[config.mk]
export PLATFORM = sky130hd
export DESIGN_NAME = mole_round_scheduler
export DESIGN_NICKNAME = d
export VERILOG_FILES = /design/src/rtl/mole_round_scheduler.sv
export SDC_FILE = /design/constraint.sdc
export NUM_CORES = 1
export LEC_CHECK = 0
export CORE_UTILIZATION = 46
export CTS_CLUSTER_SIZE = 14
export DETAILED_ROUTE_END_ITERATION = 6
export PLACE_DENSITY = 0.68
export SYNTH_ARGS = -nofsm -noshare
export SYNTH_HDL_FRONTEND = slang
export SYNTH_SLANG_ARGS = --single-unit
[constraint.sdc]
create_clock -name clk -period 2.67 [get_ports clk]
set_input_delay 0.534 -clock clk [delete_from_list [all_inputs] [get_ports clk]]
set_output_delay 0.534 -clock clk [all_outputs]
set_load 0.005 [all_outputs]
[src/rtl/mole_round_scheduler.sv]
// mole_round_scheduler
// Round scheduler for a whack-a-mole game. Alternates between a GAP wait and
// an UP window for each mole, counts hits and misses, and ends the game on
// MAX_MISS misses or when time_up is raised.
//
// Optional feature macro: SPEEDUP_EN
//   When defined, each mole's UP time shrinks by 4 ticks for every 8 hits
//   scored so far, with a floor of 4 ticks.
//
// Parameters
//   LIFE_TICKS  ticks a mole stays up (1..255)
//   GAP_TICKS   ticks between moles (1..255)
//   MAX_MISS    misses that end the game (1..15)
//
// Ports
//   clk           system clock, rising edge
//   reset         asynchronous active-low reset
//   tick          one-clk timing enable; timers advance only on tick
//   start         active-low start button, asynchronous to clk
//   time_up       level, game time expired
//   hit           one-clk pulse when the current mole is struck
//   rand_row/col  random position sampled at spawn
//   is_started    high in GAP or UP
//   mole_visible  high in UP
//   mole_row/col  position latched at spawn
//   hit_cnt       hits this game (saturating)
//   miss_cnt      misses this game
//   game_over     high in OVER
//   spawn         one-clk pulse on each GAP->UP transition
module mole_round_scheduler #(
    parameter int unsigned LIFE_TICKS = 40,
    parameter int unsigned GAP_TICKS  = 10,
    parameter int unsigned MAX_MISS   = 5
) (
    input  logic       clk,
    input  logic       reset,
    input  logic       tick,
    input  logic       start,
    input  logic       time_up,
    input  logic       hit,
    input  logic [1:0] rand_row,
    input  logic [1:0] rand_col,
    output logic       is_started,
    output logic       mole_visible,
    output logic [1:0] mole_row,
    output logic [1:0] mole_col,
    output logic [9:0] hit_cnt,
    output logic [3:0] miss_cnt,
    output logic       game_over,
    output logic       spawn
);

    localparam int unsigned TIMER_W = 8;
    localparam int unsigned HIT_W   = 10;
    localparam int unsigned MISS_W  = 4;
    localparam int unsigned POS_W   = 2;

    localparam logic [TIMER_W-1:0] GAP_LOAD = TIMER_W'(GAP_TICKS);
    localparam logic [HIT_W-1:0]   HIT_MAX  = '1;
    localparam logic [MISS_W-1:0]  MISS_END = MISS_W'(MAX_MISS);

    typedef enum logic [1:0] {
        S_IDLE = 2'd0,
        S_GAP  = 2'd1,
        S_UP   = 2'd2,
        S_OVER = 2'd3
    } state_t;

    state_t r_state;
    state_t w_state_nxt;

    logic [TIMER_W-1:0] r_timer;
    logic [TIMER_W-1:0] w_timer_nxt;
    logic [HIT_W-1:0]   r_hit_cnt;
    logic [HIT_W-1:0]   w_hit_nxt;
    logic [MISS_W-1:0]  r_miss_cnt;
    logic [MISS_W-1:0]  w_miss_nxt;
    logic [MISS_W-1:0]  w_miss_inc;
    logic [POS_W-1:0]   r_mole_row;
    logic [POS_W-1:0]   w_row_nxt;
    logic [POS_W-1:0]   r_mole_col;
    logic [POS_W-1:0]   w_col_nxt;
    logic               r_spawn;
    logic               w_spawn_nxt;
    logic               r_is_started;
    logic               r_mole_visible;
    logic               r_game_over;

    logic               r_start_meta;
    logic               r_start_sync;
    logic               r_start_prev;
    logic               w_start_evt;

    logic [TIMER_W-1:0] w_life_load;
    logic               w_timer_last;

    // Start button synchroniser plus one delay flop for falling-edge detect
    always_ff @(posedge clk or negedge reset) begin
        if (!reset) begin
            r_start_meta <= 1'b1;
            r_start_sync <= 1'b1;
            r_start_prev <= 1'b1;
        end else begin
            r_start_meta <= start;
            r_start_sync <= r_start_meta;
            r_start_prev <= r_start_sync;
        end
    end

    assign w_start_evt = r_start_prev & ~r_start_sync;

`ifdef SPEEDUP_EN
    // 4*(hit_cnt/8) is hit_cnt[9:3] shifted up by two
    logic [HIT_W-1:0] w_cut;
    assign w_cut = {1'b0, r_hit_cnt[HIT_W-1:3], 2'b00};

    if (LIFE_TICKS >= 4) begin : g_floor
        always_comb begin
            w_life_load = TIMER_W'(4);
            if (HIT_W'(LIFE_TICKS) >= (w_cut + HIT_W'(4))) begin
                w_life_load = TIMER_W'(HIT_W'(LIFE_TICKS) - w_cut);
            end
        end
    end else begin : g_no_floor
        assign w_life_load = TIMER_W'(LIFE_TICKS);
    end
`else
    assign w_life_load = TIMER_W'(LIFE_TICKS);
`endif

    assign w_timer_last = (r_timer == TIMER_W'(1));
    assign w_miss_inc   = r_miss_cnt + MISS_W'(1);

    // State register
    always_ff @(posedge clk or negedge reset) begin
        if (!reset) begin
            r_state <= S_IDLE;
        end else begin
            r_state <= w_state_nxt;
        end
    end

    // Next-state and datapath update; time_up beats hit, hit beats expiry
    always_comb begin
        w_state_nxt = r_state;
        w_timer_nxt = r_timer;
        w_hit_nxt   = r_hit_cnt;
        w_miss_nxt  = r_miss_cnt;
        w_row_nxt   = r_mole_row;
        w_col_nxt   = r_mole_col;
        w_spawn_nxt = 1'b0;

        case (r_state)
            S_IDLE, S_OVER: begin
                if (w_start_evt) begin
                    w_hit_nxt   = '0;
                    w_miss_nxt  = '0;
                    w_timer_nxt = GAP_LOAD;
                    w_state_nxt = S_GAP;
                end
            end
            S_GAP: begin
                if (time_up) begin
                    w_state_nxt = S_OVER;
                end else if (tick) begin
                    if (w_timer_last) begin
                        w_row_nxt   = rand_row;
                        w_col_nxt   = rand_col;
                        w_timer_nxt = w_life_load;
                        w_spawn_nxt = 1'b1;
                        w_state_nxt = S_UP;
                    end else begin
                        w_timer_nxt = r_timer - TIMER_W'(1);
                    end
                end
            end
            S_UP: begin
                if (time_up) begin
                    w_state_nxt = S_OVER;
                end else if (hit) begin
                    if (r_hit_cnt != HIT_MAX) begin
                        w_hit_nxt = r_hit_cnt + HIT_W'(1);
                    end
                    w_timer_nxt = GAP_LOAD;
                    w_state_nxt = S_GAP;
                end else if (tick) begin
                    if (w_timer_last) begin
                        w_miss_nxt  = w_miss_inc;
                        w_timer_nxt = GAP_LOAD;
                        w_state_nxt = (w_miss_inc == MISS_END) ? S_OVER : S_GAP;
                    end else begin
                        w_timer_nxt = r_timer - TIMER_W'(1);
                    end
                end
            end
            default: begin
                w_state_nxt = S_IDLE;
            end
        endcase
    end

    // Datapath and registered status outputs
    always_ff @(posedge clk or negedge reset) begin
        if (!reset) begin
            r_timer        <= '0;
            r_hit_cnt      <= '0;
            r_miss_cnt     <= '0;
            r_mole_row     <= '0;
            r_mole_col     <= '0;
            r_spawn        <= 1'b0;
            r_is_started   <= 1'b0;
            r_mole_visible <= 1'b0;
            r_game_over    <= 1'b0;
        end else begin
            r_timer        <= w_timer_nxt;
            r_hit_cnt      <= w_hit_nxt;
            r_miss_cnt     <= w_miss_nxt;
            r_mole_row     <= w_row_nxt;
            r_mole_col     <= w_col_nxt;
            r_spawn        <= w_spawn_nxt;
            r_is_started   <= (w_state_nxt == S_GAP) || (w_state_nxt == S_UP);
            r_mole_visible <= (w_state_nxt == S_UP);
            r_game_over    <= (w_state_nxt == S_OVER);
        end
    end

    assign is_started   = r_is_started;
    assign mole_visible = r_mole_visible;
    assign mole_row     = r_mole_row;
    assign mole_col     = r_mole_col;
    assign hit_cnt      = r_hit_cnt;
    assign miss_cnt     = r_miss_cnt;
    assign game_over    = r_game_over;
    assign spawn        = r_spawn;

endmodule
==> flow_summary.json <==
{
  "p_leak_nw": 1.073,
  "viasPerCell": 5.659,
  "start_util_pct": 47.87,
  "finalSetupTns_ns": 0,
  "cpMaxStageDelayCell": "o32ai_1",
  "hold_class": "flip-flop to flip-flop",
  "routabilityCongestion": 0.8234,
  "power_density_mw_per_mm2": 934.0,
  "p_int_mw": 1.460,
  "cts_repair_resize_count": 0,
  "vias": 1743,
  "antenna_cells": 0,
  "syn_to_final_growth_pct": 23.83,
  "p_comb_share_pct": 49.9,
  "htreeDepth": 2,
  "status": "completed",
  "worstMarginPinSlew_ns": 0.9475,
  "min_period_over_period_pct": 86.32,
  "synth_top_area_share_pct": 38.42,
  "grt_max_degree": 36,
  "cts_buffers": 5,
  "grt_pass1_vias": 1678,
  "grt_pass1_wl_um": 7665,
  "hpwl_um": 3121,
  "fmax_mhz": 433.9,
  "die_h_um": 69.32,
  "cts_hold_buffers": 0,
  "setup_viol": 0,
  "io_pins": 32,
  "postCtsSetupRepairBufs": 0,
  "tritoncts": "yes",
  "synthFlopType": "dfrtp_1",
  "fin_ws_ns": 0.3652,
  "skew_ns": 0.007532,
  "dp_slack_ns": 0.1635,
  "cpPeakStageDelay_ns": 0.80,
  "synth_edf_count": 0,
  "switching_share_pct": 39.45,
  "root_buffer": "clkbuf_8",
  "drcViolationCount": 0,
  "max-slew-margin-rel_pct": 36.64,
  "detail_route.wl_per_cell_um": 13.98,
  "seq_area_frac_synth_pct": 42.20,
  "post-route-min-period_ns": 2.305,
  "peakVddDrop_v": 0.0005618,
  "synth.largest_area_cell": "dfrtp_1",
  "ys_top_cells_by_area": "dfrtp_1 (38%), ha_1 (5.4%), dfstp_2 (3.8%), nand3_1 (3.1%), mux2i_1 (2.9%)",
  "ys_types": 51,
  "crit_family": "compound AO/OA/AOI/OAI gates",
  "final_cells": 308,
  "share_seq_of_total_power_pct": 32.7,
  "dr.pass1.iters": 4,
  "path_cells": "inv_1 -> ha_1 -> nor2_1 -> o32ai_1 -> o311ai_0",
  "p_sw_uw": 951.2,
  "worstRegToRegCells": 5,
  "drt-total-wl_um": 4305,
  "async_flop_share_pct": 100.0,
  "drv_slew": 0,
  "dieArea_mm2": 0.004805,
  "worstSetupStartpointType": "flip-flop",
  "syn_inst": 217,
  "drive_above_1_share_pct": 11.72,
  "port_buffers": 31,
  "cp.depth": 5,
  "clkSlewWorstSetupHoldPaths_ns": 0.07,
  "path_max_fanout": 15,
  "fillers": 372,
  "critical_path_buf_inv_count": 1,
  "fin_nets": 274,
  "clock_path_buffers": 2,
  "ys_ff_latch": 35,
  "syn_area_mm2": 0.002084,
  "cap_violations": 0,
  "rsz0062_at_grt": "no",
  "finalInstanceArea_mm2": 0.002581,
  "crit_arrival_ns": 2.43,
  "overflow": 0,
  "critPathKind": "flip-flop to flip-flop",
  "rows": 24,
  "hold_viol": 0,
  "grt.total_usage_pct": 19.72,
  "ant_nets": 0,
  "drtIter0Drc": 111,
  "core_mm2": 0.004354,
  "die_w_um": 69.32,
  "syn_nets": 236,
  "placed_area_mm2": 0.002481,
  "syn_avg_cell_area_um2": 9.606,
  "cts_sinks": 35,
  "required_ns": 2.79,
  "end_kind": "flip-flop",
  "yosys_warnings": 0,
  "antenna_found_initial": 0,
  "clk_latency_ns": 0.29,
  "dp_cells": 300,
  "clock_power_share_pct": 17.4,
  "hold_depth": 0
}
[power by group through the flow]
stage | sequential (mW) | clock [mW] | combinational (mW)
5_1_grt | 0.811 | 0.446 | 1.35
2_1_floorplan | 0.785 | 0 | 0.804
6_report | 0.790 | 0.418 | 1.20
3_3_place_gp | 0.795 | 0 | 1.19
3_5_place_dp | 0.801 | 0 | 1.20
4_1_cts | 0.790 | 0.433 | 1.21
[stage by stage]
stage          utilization (%)  hold slack, ns  power [mW]
2_1_floorplan                -          0.2384       1.590
3_3_place_gp             56.98          0.3465       1.987
3_5_place_dp             56.98          0.3473       1.999
4_1_cts                  59.28          0.3568       2.430
5_1_grt                  59.28          0.3639       2.611
6_report                 59.28          0.3555       2.411
[logic make-up after synthesis]
kind of cell	after synthesis	synth area share [%]
compound gates	47	15.97
xor+xnor	1	0.4202
fa+ha+maj	9	5.402
buf+inv	24	4.922
flops	35	42.20
mux	12	6.843
simple gates	89	24.25
[flip-flops by register name, summed over array words and instances, names as in the netlist]
signal        count
r_start_prev      1
mole_row          2
r_state           2
mole_col          2
r_start_sync      1
r_timer           8
game_over         1
r_start_meta      1
miss_cnt          4
hit_cnt          10
mole_visible      1
is_started        1
spawn             1
[worst reg2reg max path, stage by stage, from the launching register on]
cell and delay, ns:
dfrtp_1 0.41, inv_1 0.07, ha_1 0.47, nor2_1 0.13
o32ai_1 0.80, o311ai_0 0.27
[placed cells by master (no fill, tap or decap), drive strengths merged, types with 4 or more instances in the layout]
cell type / Yosys / final
dfrtp: 32 / 32
clkdlybuf4s50: 0 / 31
nand2: 16 / 16
inv: 15 / 15
nand3: 14 / 14
nor2: 12 / 12
a21oi: 10 / 10
ha: 9 / 9
buf: 5 / 9
nand2b: 8 / 8
clkbuf: 4 / 8
nor3: 7 / 7
mux2i: 6 / 6
mux2: 6 / 6
o21ai: 5 / 5
o211ai: 5 / 5
nor3b: 5 / 5
nor4: 5 / 5
o311ai: 5 / 5
or3: 4 / 4
o31ai: 4 / 4
o22ai: 4 / 4
[cell type report]
cell class	instances	area [µm²]	area share, %
Multi-Input combinational cell	158	1102	42.70
Tap cell	52	65.06	2.521
Clock buffer	8	100.1	3.878
Sequential cell	35	879.6	34.08
Timing Repair Buffer	40	377.9	14.64
Inverter	15	56.30	2.181
[metal layers]
metal | vias up | GRT usage (%) | wire [µm]
li1 | 879 | - | -
met1 | 834 | 26.88 | 2125
met2 | 23 | 30.85 | 1971
met3 | 7 | 4.506 | 151
met4 | 0 | 6.803 | 57
met5 | - | 0 | 0
[path summary, 6_finish.rpt]
path / from / endpoint / slack (ns)
worst min register to register: r_start_meta / r_start_sync / 0.36
worst max-delay path: r_state[0] / r_timer[3] / 0.37
max in group asynchronous: reset / r_start_meta / 1.67
worst max register to register: r_state[0] / r_timer[3] / 0.37
min in group asynchronous: reset / r_timer[6] / 0.66
worst min-delay path: r_start_meta / r_start_sync / 0.36
[synthesized netlist by cell type, drive strengths merged (4+ instances only)]
master and number:
buf 5, o31ai 4, o211ai 5, clkbuf 4, or3 4, mux2i 6
o22ai 4, nand2 16, nor3 7, nor3b 5, inv 15, dfrtp 32
nor4 5, nand3 14, a21oi 10, ha 9, nor2 12, o311ai 5
o21ai 5, nand2b 8, mux2 6
(Power assumes the default switching activity.)
